### src/rtl/boot_rom_arbiter.sv
// Purpose : shares one combinational boot ROM between instruction fetch (port 0)
//           and debug/data (port 1); writes and out-of-window reads get an error.
// Latency : grant in the request cycle; response (rvalid/rdata/err) one cycle later.
// Backpressure: none; requesters must take rvalid in the cycle it is asserted.
//
// Ports:
//   clk_i, rst_i         clock, asynchronous active-high reset
//   req_i[p], we_i[p]    request / write enable of port p
//   addr_i[p]            byte address of port p (low 3 bits ignored)
//   gnt_o[p]             combinational grant
//   rvalid_o[p]          one-cycle response strobe, the cycle after the grant
//   rdata_o[p], err_o[p] response data / error, held while rvalid_o[p] is low
//   rom_addr_o           doubleword-aligned address to the ROM (0 when idle)
//   rom_data_i           ROM read data for rom_addr_o
module boot_rom_arbiter #(
  parameter logic [63:0] ROM_BASE = 64'h1000,
  parameter int unsigned ROM_SIZE = 32
) (
  input  logic             clk_i,
  input  logic             rst_i,
  input  logic [1:0]       req_i,
  input  logic [1:0]       we_i,
  input  logic [1:0][63:0] addr_i,
  output logic [1:0]       gnt_o,
  output logic [1:0]       rvalid_o,
  output logic [1:0][63:0] rdata_o,
  output logic [1:0]       err_o,
  output logic [63:0]      rom_addr_o,
  input  logic [63:0]      rom_data_i
);

  // Window bounds in 65 bits so BASE+SIZE can never wrap to a small value.
  localparam logic [64:0] WIN_LO = {1'b0, ROM_BASE};
  localparam logic [64:0] WIN_HI = {1'b0, ROM_BASE} + 65'(ROM_SIZE);

  logic             prio_q, prio_d;
  logic [1:0]       rvalid_q;
  logic [1:0]       err_q, err_d;
  logic [1:0][63:0] rdata_q, rdata_d;

  logic [1:0]       gnt;
  logic             gnt_any;
  logic             gnt_idx;
  logic [63:0]      gnt_addr;
  logic [64:0]      gnt_addr_w;
  logic             in_range;
  logic             reject;

  // Arbitration: a lone requester wins; on contention the pointer decides.
  // Grants are forced low while reset is asserted.
  always_comb begin
    gnt     = 2'b00;
    gnt_idx = 1'b0;
    if (!rst_i) begin
      unique case (req_i)
        2'b01: begin
          gnt     = 2'b01;
          gnt_idx = 1'b0;
        end
        2'b10: begin
          gnt     = 2'b10;
          gnt_idx = 1'b1;
        end
        2'b11: begin
          gnt_idx = prio_q;
          gnt     = prio_q ? 2'b10 : 2'b01;
        end
        default: begin
          gnt     = 2'b00;
          gnt_idx = 1'b0;
        end
      endcase
    end
  end

  assign gnt_any = |gnt;
  assign gnt_o   = gnt;

  // Address to the ROM: granted address aligned to 8 bytes, 0 when idle.
  assign gnt_addr   = gnt_any ? (addr_i[gnt_idx] & ~64'h7) : 64'h0;
  assign rom_addr_o = gnt_addr;

  assign gnt_addr_w = {1'b0, gnt_addr};
  assign in_range   = (gnt_addr_w >= WIN_LO) && (gnt_addr_w < WIN_HI);
  assign reject     = we_i[gnt_idx] | ~in_range;

  // Only a contested grant moves the pointer, toward the loser.
  always_comb begin
    prio_d = prio_q;
    if (gnt_any && (req_i == 2'b11)) begin
      prio_d = ~gnt_idx;
    end
  end

  // Response capture. Rejected accesses return constant zero data, so any
  // X from the ROM never reaches a requester on an error response; in-range
  // data is passed through untouched.
  always_comb begin
    rdata_d = rdata_q;
    err_d   = err_q;
    if (gnt_any) begin
      if (reject) begin
        rdata_d[gnt_idx] = 64'h0;
        err_d[gnt_idx]   = 1'b1;
      end else begin
        rdata_d[gnt_idx] = rom_data_i;
        err_d[gnt_idx]   = 1'b0;
      end
    end
  end

  // Reset clears rvalid_q, so a response pending from a grant in the cycle
  // reset arrives is dropped.
  always_ff @(posedge clk_i or posedge rst_i) begin
    if (rst_i) begin
      prio_q   <= 1'b0;
      rvalid_q <= 2'b00;
      err_q    <= 2'b00;
      rdata_q  <= '0;
    end else begin
      prio_q   <= prio_d;
      rvalid_q <= gnt;
      err_q    <= err_d;
      rdata_q  <= rdata_d;
    end
  end

  assign rvalid_o = rvalid_q;
  assign rdata_o  = rdata_q;
  assign err_o    = err_q;

endmodule

### config.mk
export PLATFORM = sky130hd
export DESIGN_NAME = boot_rom_arbiter
export DESIGN_NICKNAME = d
export VERILOG_FILES = /design/src/rtl/boot_rom_arbiter.sv
export SDC_FILE = /design/constraint.sdc
export NUM_CORES = 1
export LEC_CHECK = 0
export CORE_AREA = 3 3 154 156
export CTS_CLUSTER_SIZE = 16
export DETAILED_ROUTE_END_ITERATION = 16
export DIE_AREA = 0 0 157 159
export GPL_TIMING_DRIVEN = 1
export HOLD_SLACK_MARGIN = 0.03
export PLACE_DENSITY = 0.81
export SYNTH_ARGS = -nofsm -noshare
export SYNTH_HDL_FRONTEND = slang
export SYNTH_SLANG_ARGS = --single-unit
### constraint.sdc
create_clock -name clk_i -period 22.7 [get_ports clk_i]
set_input_delay 4.54 -clock clk_i [delete_from_list [all_inputs] [get_ports clk_i]]
set_output_delay 4.54 -clock clk_i [all_outputs]
set_load 0.01 [all_outputs]
Word level (Yosys, flattened, before mapping)

Index checks and enable logic that the tools add are counted.

Output and inout bits: 198
Bits in registers: 133
Latch bits: 0
Bits in read-only memories: 0
Memories: 0
Memory bits (writable): 0
Input port bits: 198

Muxes and demuxes: 17
Add/subtract/negate cells: 0
Bitwise operators: 8
Multipliers: 0
Shift operators: 0
Reduce and logical (&&, ||, !) cells: 4
Eq/ne operators: 3
$lt $le $gt $ge: 4
Div/mod/pow operators: 0

Operators with widths:

| cell                                                                | count |
|---|---|
| 2-to-1 mux 64 bit                                                   | 4 |
| AND 128 bit                                                         | 1 |
| bitwise mux 128 bit                                                 | 1 |
| 2-to-1 mux 128 bit                                                  | 1 |
| NOT 128 bit                                                         | 1 |
| demux 64 bit (select 1 bit)                                         | 1 |
| greater-or-equal comparator 64 x 13 -> 1 bit, second input constant | 1 |
| less-than comparator 64 x 13 -> 1 bit, second input constant        | 1 |
| 2-to-1 mux 2 bit                                                    | 3 |
| case mux 2 bit (3 select lines)                                     | 1 |
| equality test 2 bit, second input constant                          | 2 |
| 2-to-1 mux 1 bit                                                    | 4 |
| logical AND 1 bit                                                   | 3 |
| AND 2 bit                                                           | 1 |
| equality test 2 x 1 -> 1 bit, second input constant                 | 1 |
| less-than comparator 1 x 2 -> 1 bit, second input constant          | 1 |
| NOT 1 bit                                                           | 2 |
| NOT 2 bit                                                           | 1 |
| OR 2 bit                                                            | 1 |
| case mux 1 bit (2 select lines)                                     | 1 |
| OR reduction 2 bit                                                  | 1 |
| demux 1 bit (select 1 bit)                                          | 1 |
| greater-or-equal comparator 1 bit, second input constant            | 1 |
| OR 1 bit                                                            | 1 |

Depth between registers and ports, before layout

Depth after elaboration: 11
Gate-level depth with buffers: 11
Depth with buffers taken out: 7

Least setup slack after synthesis

OpenSTA, ideal clock, no wires.

Kind: input -> output
Start: input rst_i
End: output rom_addr_o[24]
Arrival: 9102 ps
Setup slack: 9058 ps
Buffers on the path: 3
Stages on the path: 7
Required time: 18160 ps
Cell sequence: inv_1 > nand3_2 > inv_2 > clkbuf_1 > clkbuf_1 > clkbuf_1 > a22o_1

Elaborated cells between the ends (all ways): 6

RTL lines:

| item               | RTL line | text |
|---|---|---|
| start: declaration | 20       | `input logic rst_i,` |
| 2-to-1 mux 2 bit   | 54       | `if (!rst_i) begin` |
| named net gnt_o[1] | 24       | `output logic [1:0] gnt_o,` |
| OR reduction 2 bit | 76       | `assign gnt_any = \|gnt;` |
| 2-to-1 mux 64 bit  | 80       | `assign gnt_addr = gnt_any ? (addr_i[gnt_idx] & ~64'h7) : 64'h0;` |
| end: declaration   | 28       | `output logic [63:0] rom_addr_o,` |

The timed path passes the listed nets, and every way through them passes these cells. The select of a mux whose other input is x is not followed.

Worst setup path in the final report

Start: input rst_i
End: output rom_addr_o[32]

Word-level cells in the longest chain between the ends: 4
Elaborated cells between the ends (all ways): 6

RTL lines:

| item                                                  | RTL line |
|---|---|
| 2-to-1 mux 1 bit                                      | 54 |
| 2-to-1 mux 64 bit (not written as such) (2 in series) | 80 |
| 2-to-1 mux 64 bit *                                   | 80 |

Every way passes the cells marked *; elsewhere a longest branch is shown, timed or not. The select of a mux whose other input is x is not followed.

==> metrics <==
Synth async-reset ratio 1.00; Largest stage delay, worst path 0.77 ns; Max-slew headroom 0.262; final wirelength 31200 um; clk slew on worst S/H paths 0.06 ns; worst vdd ir 0.0366 mV; worst-path fanout max 66; WL met1 12300 um; CP Buf/Inv Count 5; post-synth top area share 0.442; commonest non-fill, non-tap cells in the layout clkdlybuf4s50_1 (386), dfrtp_1 (133), nand4_1 (131); Tot GR Track Use 0.244; Die Span Y 159 um; crit-path most repeated cell clkdlybuf4s50_1; Sinks on Clock Net 133; required time of the critical path 18.16 ns; Int Power 0.470 mW; antenna cells 0; area leader, netlist dfrtp_1; vias in the first global route 7902; Worst R2R End rdata_o[61]$_DFFE_PP0P_; fraction of layout cells with a size suffix above 1 0.142; ranking of synthesized cells by area dfrtp_1 (44%), o31ai_2 (17%), nand4_1 (11%), nand2_1 (6.5%), a22o_1 (5.9%); router iterations before antenna repair 6; Synth Register Bits 133; gpl congestion 0.883; CTS tree built; end of the worst hold path rdata_o[49]$_DFFE_PP0P_; die area 25000 um2; Yosys warning count 0; share of the clock period used by the worst path 0.568; worst-case clock buffer depth 2; Worst Min Path Start rdata_o[49]$_DFFE_PP0P_; Critical Path End Type primary output; fin crit period 12.90 ns; register area share after synthesis 0.442; P per Cell Area 61.1 nW/um2; vias per cell 5.78; initial antenna violation count 0; Clock Skews 0.00966 ns; number of routed nets with antenna violations 0; Clock Power Share 0.388; first-pass GRT wire length 47500 um; Die Span X 157 um; Setup violations, final 0; r2r setup slk 18.18 ns; EDFF count, synth 0; syn_area_per_cell 10.0 um2; FILL cells 1991; leakage 4.43 nW; Post-Synthesis Cells 752; Post-Syn Area 7540 um2; htree depth 4; status finished, final reports clean; max-cap violations 0; setup tns final 0 ns; FF/Latch Area 3330 um2; placed cell count 1334; Residual DRC 0; io pins 396; total CTS buffers 17; Slowest cell on crit path clkdlybuf4s50_1; Worst setup SP type input port; routed len/inst 22.8 um; RSZ-0062 raised after global routing false; Yosys cell types 33; Nets 1266; area of the multi-input gates 3720 um2; top_reg_cell synth dfrtp_1; Reg-to-Reg Start prio_q$_DFFE_PP0P_; Cell Chain, Critical Path clkdlybuf4s50_1, inv_6, nand3_4, inv_4, buf_4, a22o_1, clkdlybuf4s50_1; Slew @ Worst Pin 1.11 ns; DR top layer met4; NetSw 0.263 mW; initial drt markers 575; worst hold path type reg2reg; largest net degree at the start of global routing 131; port bufs 386; num rows 55; WHS Path Cells 2; met2 routed WL 15300 um; fmax 77.5 MHz; Non-Filler Instances 1366; core area 22500 um2; Critical Path AT 8.36 ns; Met3 Wirelength 2200 um; FF-to-FF path depth 10; hold_buf cts 0; post-detail-place hpwl 21800 um; Sequential Power Share 0.328; Top delay family on crit path buffers and inverters; final hold violation count 0; area grow syn2layout 59.2%; CTS Root Cell clkbuf_16; cts repair resizes 0; Initial Util 0.335; Via Count 7894; GRT overflow 0; combinational share of power 0.285; Setup CP Type in2out; switching fraction of total power 0.358; most common cell after layout, fill and taps aside clkdlybuf4s50_1; Worst-Skew Late Latency 0.42 ns; Final Power 0.733 mW; Post-CTS Setup Repair Bufs 0; Slew Limit Fails 0
routing by layer:
metal,up-vias,GRT usage
li1,3540,-
met1,3864,0.307
met2,422,0.397
met3,68,0.0538
met4,0,0.115
met5,-,0
area by class of cell:
cell class                      count  share of cell area
Clock inverter                     15              0.0149
Sequential cell                   133               0.277
Timing Repair Buffer              398               0.330
Inverter                            4             0.00209
Multi-Input combinational cell    514               0.310
Tap cell                          285              0.0297
Clock buffer                       17              0.0354
power groups by stage:
stage / sequential [mW] / clock, mW / combinational [mW]
global route: 0.241 / 0.299 / 0.222
detailed placement: 0.245 / 0 / 0.208
finish: 0.240 / 0.284 / 0.209
CTS: 0.240 / 0.289 / 0.209
global placement: 0.245 / 0 / 0.208
floorplan: 0.245 / 0 / 0.117
registers in the layout, indices dropped and copies added (netlist names), named ones only:
register,flops
rdata_o,128
rvalid_o,2
prio_q,1
worst max-delay path by stage:
stage	slack [ns]	cells past startpoint	endpoint	from
global route	9.56	7	rom_addr_o[40]	rst_i
detailed placement	9.81	7	rom_addr_o[56]	rst_i
finish	9.80	7	rom_addr_o[32]	rst_i
global placement	9.81	7	rom_addr_o[56]	rst_i
CTS	9.80	7	rom_addr_o[56]	rst_i
floorplan	9.06	7	rom_addr_o[24]	rst_i
Yosys cell counts (7+ instances only):
master,number
buf_6,12
clkbuf_1,64
nand2_1,130
nor4_1,10
o31ai_1,28
buf_2,15
buf_1,9
nor3_1,9
or4_1,7
nor2_1,12
o31ai_2,100
a32oi_1,10
nand4_1,131
dfrtp_1,133
a22o_1,51
cell families (layout without fill, tap and decap cells):
family | after synthesis | count (layout) | share of synthesized area
buffers and inverters | 107 | 434 | 0.0692
AOI/OAI and AO/OA | 199 | 199 | 0.275
DFF | 133 | 133 | 0.442
other | 1 | 3 | 0.000498
and+or+nand+nor | 311 | 311 | 0.212
xor gates and xnor gates | 1 | 1 | 0.00116
worst register-to-register path, stage by stage (launching register included):
cell and delay [ns]:
dfrtp_1 0.41, nand2_1 0.09, nand2_2 0.13, inv_4 0.41
buf_4 0.81, a22o_1 0.35, or3_1 0.12, or3_4 0.27
buf_4 0.83, buf_4 0.73, o31ai_1 0.21
metrics by stage:
step | setup slack, ns | util | hold slack [ns] | cell area [um2]
global route | 9.56 | 0.533 | 0.492 | 12000
detailed placement | 9.81 | 0.506 | 0.469 | 11400
floorplan | 9.06 | - | 0.487 | 7540
global placement | 9.81 | 0.506 | 0.458 | 11400
finish | 9.80 | 0.533 | 0.480 | 12000
CTS | 9.80 | 0.533 | 0.484 | 12000
Note: power is estimated with default switching activity, not from simulation.
